[config.mk]
export PLATFORM = sky130hd
export DESIGN_NAME = pipe_stall_ctrl
export DESIGN_NICKNAME = d
export VERILOG_FILES = /design/src/rtl/pipe_stall_ctrl.sv
export SDC_FILE = /design/constraint.sdc
export NUM_CORES = 1
export LEC_CHECK = 0
export BUFFER_PORTS_ARGS = -buffer_cell sky130_fd_sc_hd__buf_2
export CAP_MARGIN = 20
export CORE_MARGIN = 2
export CORE_UTILIZATION = 58
export CTS_CLUSTER_SIZE = 20
export DETAILED_ROUTE_END_ITERATION = 7
export PLACE_DENSITY_LB_ADDON = 0.3
export SYNTH_ARGS = -nofsm -noshare
export SYNTH_HDL_FRONTEND = slang
export SYNTH_SLANG_ARGS = --single-unit
[constraint.sdc]
create_clock -name clk -period 4 [get_ports clk]
set_clock_uncertainty 0.2 [all_clocks]
set_input_delay 1 -clock clk [delete_from_list [all_inputs] [get_ports clk]]
set_output_delay 1 -clock clk [all_outputs]
set_load 0.02 [all_outputs]
[src/rtl/pipe_stall_ctrl.sv]
// pipe_stall_ctrl
// Central hold / bubble / flush sequencer for the five-stage pipeline.
// Collects stall and flush requests from ID (load_use), EX (ex_busy),
// MEM (mem_wait) and debug (halt_req). It drives the hold enables and the
// bubble/clear controls of the PC and pipeline registers. A flush that
// arrives while MEM is blocked is remembered and replayed once the
// blocking condition drops. The block also runs a memory-wait watchdog
// and a saturating stall-cycle counter.
//
// Ports
//   clk, rst (async, active-low)
//   halt_req, mem_wait, ex_busy, load_use, flush_req, timeout_clr : requests
//   hold_pc, hold_if_id, hold_id_ex, hold_ex_mem, hold_mem_wb      : hold enables
//   clear_if_id, bubble_id_ex, bubble_ex_mem, bubble_mem_wb        : NOP/zero loads
//   flush_pending : deferred flush outstanding
//   mem_timeout   : sticky watchdog flag
//   stall_count   : saturating count of cycles with hold_pc = 1
module pipe_stall_ctrl #(
  parameter int MEM_TIMEOUT = 16,
  parameter int CNT_W       = 32
) (
  input  logic             clk,
  input  logic             rst,
  input  logic             halt_req,
  input  logic             mem_wait,
  input  logic             ex_busy,
  input  logic             load_use,
  input  logic             flush_req,
  input  logic             timeout_clr,
  output logic             hold_pc,
  output logic             hold_if_id,
  output logic             hold_id_ex,
  output logic             hold_ex_mem,
  output logic             hold_mem_wb,
  output logic             clear_if_id,
  output logic             bubble_id_ex,
  output logic             bubble_ex_mem,
  output logic             bubble_mem_wb,
  output logic             flush_pending,
  output logic             mem_timeout,
  output logic [CNT_W-1:0] stall_count
);

  typedef enum logic {RUN, FPEND} state_t;

  localparam logic [7:0] TO_VAL = 8'(MEM_TIMEOUT);

  state_t           state_reg, state_next;
  logic [7:0]       wcnt_reg, wcnt_next;
  logic             mem_timeout_reg, mem_timeout_next;
  logic [CNT_W-1:0] stall_count_reg, stall_count_next;

  logic blk;
  logic do_flush;
  logic to_set;

  assign blk      = halt_req | mem_wait;
  // A pending flush replays on the first unblocked cycle even without a new request.
  assign do_flush = !blk && (flush_req || (state_reg == FPEND));

  // State register
  always_ff @(posedge clk or negedge rst) begin
    if (!rst) begin
      state_reg       <= RUN;
      wcnt_reg        <= '0;
      mem_timeout_reg <= 1'b0;
      stall_count_reg <= '0;
    end else begin
      state_reg       <= state_next;
      wcnt_reg        <= wcnt_next;
      mem_timeout_reg <= mem_timeout_next;
      stall_count_reg <= stall_count_next;
    end
  end

  // Next state and the prioritised hold/bubble decode
  always_comb begin
    state_next    = state_reg;
    hold_pc       = 1'b0;
    hold_if_id    = 1'b0;
    hold_id_ex    = 1'b0;
    hold_ex_mem   = 1'b0;
    hold_mem_wb   = 1'b0;
    clear_if_id   = 1'b0;
    bubble_id_ex  = 1'b0;
    bubble_ex_mem = 1'b0;
    bubble_mem_wb = 1'b0;

    case (state_reg)
      RUN:     if (flush_req && blk) state_next = FPEND;
      FPEND:   if (do_flush)         state_next = RUN;
      default: state_next = RUN;
    endcase

    if (halt_req) begin
      hold_pc     = 1'b1;
      hold_if_id  = 1'b1;
      hold_id_ex  = 1'b1;
      hold_ex_mem = 1'b1;
      hold_mem_wb = 1'b1;
    end else if (mem_wait) begin
      // MEM keeps its instruction; WB receives a NOP meanwhile.
      hold_pc       = 1'b1;
      hold_if_id    = 1'b1;
      hold_id_ex    = 1'b1;
      hold_ex_mem   = 1'b1;
      bubble_mem_wb = 1'b1;
    end else if (do_flush) begin
      // Killed instructions must not keep stalling the pipe.
      clear_if_id   = 1'b1;
      bubble_id_ex  = 1'b1;
      bubble_ex_mem = 1'b1;
    end else if (ex_busy) begin
      hold_pc       = 1'b1;
      hold_if_id    = 1'b1;
      hold_id_ex    = 1'b1;
      bubble_ex_mem = 1'b1;
    end else if (load_use) begin
      hold_pc      = 1'b1;
      hold_if_id   = 1'b1;
      bubble_id_ex = 1'b1;
    end
  end

  // Watchdog: counts consecutive unhalted mem_wait cycles, frozen by halt.
  always_comb begin
    wcnt_next = wcnt_reg;
    if (!mem_wait)
      wcnt_next = '0;
    else if (!halt_req && (wcnt_reg != TO_VAL))
      wcnt_next = wcnt_reg + 8'd1;
  end

  // Flag only on the edge where the count arrives at the limit.
  assign to_set = (wcnt_reg != TO_VAL) && (wcnt_next == TO_VAL);

  always_comb begin
    mem_timeout_next = mem_timeout_reg;
    if (to_set)
      mem_timeout_next = 1'b1;
    else if (timeout_clr)
      mem_timeout_next = 1'b0;
  end

  // Saturating stall counter
  always_comb begin
    stall_count_next = stall_count_reg;
    if (hold_pc && (stall_count_reg != {CNT_W{1'b1}}))
      stall_count_next = stall_count_reg + CNT_W'(1);
  end

  assign flush_pending = (state_reg == FPEND);
  assign mem_timeout   = mem_timeout_reg;
  assign stall_count   = stall_count_reg;

endmodule

==> results.py <==
metrics = {
    "outcome": {
        "outcome": "finished, final reports clean",
    },
    "clock_network": {
        "insertion_delay_ns": 0.29,
        "cts_max_path_buffers": 2,
        "numCtsBuffers": 5,
        "cts-resized-gates": 0,
        "cts_tree": "yes",
        "h-tree-depth": 2,
        "root_buffer": "clkbuf_8",
        "cts_hold_buf": 0,
        "postCtsSetupRepairBufs": 0,
        "cts_sinks": 42,
        "path_clk_slew_ns": 0.07,
    },
    "drt": {
        "viasPerCell": 5.62,
        "drt_iter0_drc": 122,
        "routed_wl_mm": 4.40,
        "firstDrtPassIters": 4,
        "wire_per_inst_um": 13.7,
        "drc": 0,
        "postRouteAntennaNets": 0,
        "vias": 1809,
    },
    "critical_path": {
        "cp-startpoint": "mem_wait",
        "critPathSlowestCell": "o31a_1",
        "required_ns": 2.80,
        "critPathMaxStageDelay_ns": 0.25,
        "r2r-start": "wcnt_reg[0]",
        "cp-start-kind": "input port",
        "path_cells": "buf_2 > nor2_1 > o31a_1 > clkinv_2 > buf_2",
        "criticalPathCategory": "input port to primary output",
        "worstPathMaxFanout": 14,
        "end_kind": "primary output",
        "cp_common_cell": "buf_2",
        "cp_data_arrival_time_ns": 1.97,
    },
    "placed_design": {
        "port_buffers": 50,
        "preCtsSetupSlack_ns": 0.844,
        "place.gp.congestion": 0.790,
        "hpwl_mm": 3.32,
    },
    "floorplanning": {
        "initial_core_util": 0.608,
        "chipWidth_um": 66.2,
        "num_rows": 22,
        "die_h_um": 66.2,
        "core_area_um2": 3690,
        "ios": 51,
        "dieArea_um2": 4380,
    },
    "grt": {
        "antenna_found_initial": 0,
        "track_usage": 0.227,
        "grt_max_degree": 43,
        "grt_overflow": 0,
        "grt_pass1_vias": 1653,
        "grt_pass1_wl_mm": 7.48,
    },
    "timing": {
        "max_slew_margin": 0.393,
        "rsz0062_at_grt": "no",
        "tns_ns": 0,
        "fin_ws_ns": 0.835,
        "slew_violations": 0,
        "finalSetupViolations": 0,
        "finalHoldViolCount": 0,
        "period_share": 0.791,
        "fin_crit_ns": 3.17,
        "fmax_mhz": 316,
        "worst_slew_pin_slew_ns": 0.910,
    },
    "synth": {
        "postSynthCellCount": 222,
        "yosysWarnings": 0,
        "syn_area_um2": 2240,
        "syn_area_per_cell_um2": 10.1,
        "syn_nets": 233,
        "yosysSeqAreaShare": 0.469,
        "ys_seq_elements": 42,
        "ys_types": 36,
    },
    "power": {
        "leakagePower_nw": 1.36,
        "peakVddDrop_v": 0.000364,
        "p_per_area_nw_per_um2": 383,
        "p_total_w": 0.00100,
    },
    "final_layout": {
        "n_antenna_cell": 0,
        "multi_input_area_um2": 1120,
        "regArea_um2": 1050,
        "drive_gt1_frac": 0.234,
        "fillers": 317,
        "area_growth_pct": 16.5,
        "nets": 284,
        "largest_reg_flops": 32,
    },
    "flow_run": {
        "cap_viol_max_count": 0,
    },
    "worst_hold_path": {
        "hold_start": "mem_timeout",
        "holdCritPathClass": "register to register",
    },
}
layer usage:
metal	routed length (um)	share of wire	track usage	up-vias
met1	2030	0.46	0.296	874
met4	46	0.010	0.0638	0
met5	0	0	0	-
li1	-	-	-	887
met2	2150	0.49	0.371	43
met3	183	0.042	0.0613	5
logic make-up after synthesis:
logic type,count (synthesis),synth area share
multiplexers,2,0.00949
AND/OR/NAND/NOR,110,0.292
AO/OA/AOI/OAI,10,0.0296
adder cells (fa/ha/maj),3,0.0167
buffers and inverters,16,0.0312
XOR/XNOR,39,0.152
flip-flops,42,0.469
per-stage QoR:
stage,cell area (um2),hold slack (ns),instances,util
floorplan,2240,0.395,222,-
global placement,2520,0.273,314,0.684
detailed placement,2520,0.287,314,0.684
CTS,2610,0.302,322,0.708
global route,2610,0.330,322,0.708
finish,2610,0.296,322,0.708
synthesized netlist by cell type, drive strengths merged:
| cell | instances | area share |
|---|---|---|
| dfrtp | 42 | 0.47 |
| nor3 | 14 | 0.033 |
| clkbuf | 3 | 0.0050 |
| nand4b | 3 | 0.012 |
| clkinv | 1 | 0.0022 |
| nand2 | 17 | 0.028 |
| nand2b | 1 | 0.0028 |
| ha | 3 | 0.017 |
| a21oi | 2 | 0.0045 |
| nor3b | 1 | 0.0033 |
| inv | 9 | 0.015 |
| and3 | 5 | 0.014 |
| o21ai | 3 | 0.0067 |
| buf | 3 | 0.0089 |
| xnor2 | 16 | 0.062 |
| o31a | 1 | 0.0039 |
| nor4b | 3 | 0.015 |
| and4b | 1 | 0.0045 |
| and4 | 4 | 0.016 |
| mux2 | 1 | 0.0050 |
| nor4 | 11 | 0.044 |
| a31oi | 2 | 0.0056 |
| a32o | 2 | 0.0089 |
| xor2 | 23 | 0.090 |
| nor2b | 2 | 0.0056 |
| nand3 | 15 | 0.033 |
| nand4 | 10 | 0.031 |
| mux2i | 1 | 0.0045 |
| nor2 | 15 | 0.025 |
| and2 | 7 | 0.020 |
| or4 | 1 | 0.0050 |
critical path: cells and delay by family:
kind | cells | cell delay, ns
buf+inv | 3 | 0.47
simple gates | 1 | 0.23
compound gates | 1 | 0.25
layout by cell type (no fill, tap or decap), types with 3 or more instances in the layout:
cell type | netlist | layout
inv_1 | 9 | 9
nand4b_1 | 3 | 3
nor4_1 | 9 | 9
and4_1 | 4 | 4
nor2_1 | 15 | 15
nand4_1 | 9 | 9
clkbuf_8 | 0 | 6
xor2_1 | 23 | 23
ha_1 | 3 | 3
dfrtp_1 | 42 | 42
xnor2_1 | 16 | 16
and2_1 | 7 | 7
nand3_1 | 15 | 15
o21ai_0 | 3 | 3
nor3_1 | 13 | 13
nand2_1 | 17 | 17
and3_1 | 5 | 5
buf_2 | 1 | 50
worst paths after layout:
path	to	slack, ns	cells past startpoint
min	mem_timeout	0.30	1
max in group asynchronous	stall_count[3]	2.40	1
max	hold_if_id	0.83	5
max reg2reg	mem_timeout	1.76	6
min in group asynchronous	wcnt_reg[2]	0.64	1
min reg2reg	mem_timeout	0.30	1
where the power goes:
part / switching, W / internal (W) / leakage (nW)
registers: 0.0000522 / 0.000465 / 0.548
logic: 0.000125 / 0.0000825 / 0.762
clock network: 0.000136 / 0.000139 / 0.0482
total: 0.000314 / 0.000686 / 1.36
final cells by class:
class,count,area share
Sequential cell,42,0.402
Clock buffer,7,0.0330
Timing Repair Buffer,50,0.0958
Tap cell,48,0.0230
Clock inverter,1,0.00192
Inverter,10,0.0148
Multi-Input combinational cell,164,0.429
Note: power is estimated with default switching activity, not from simulation.
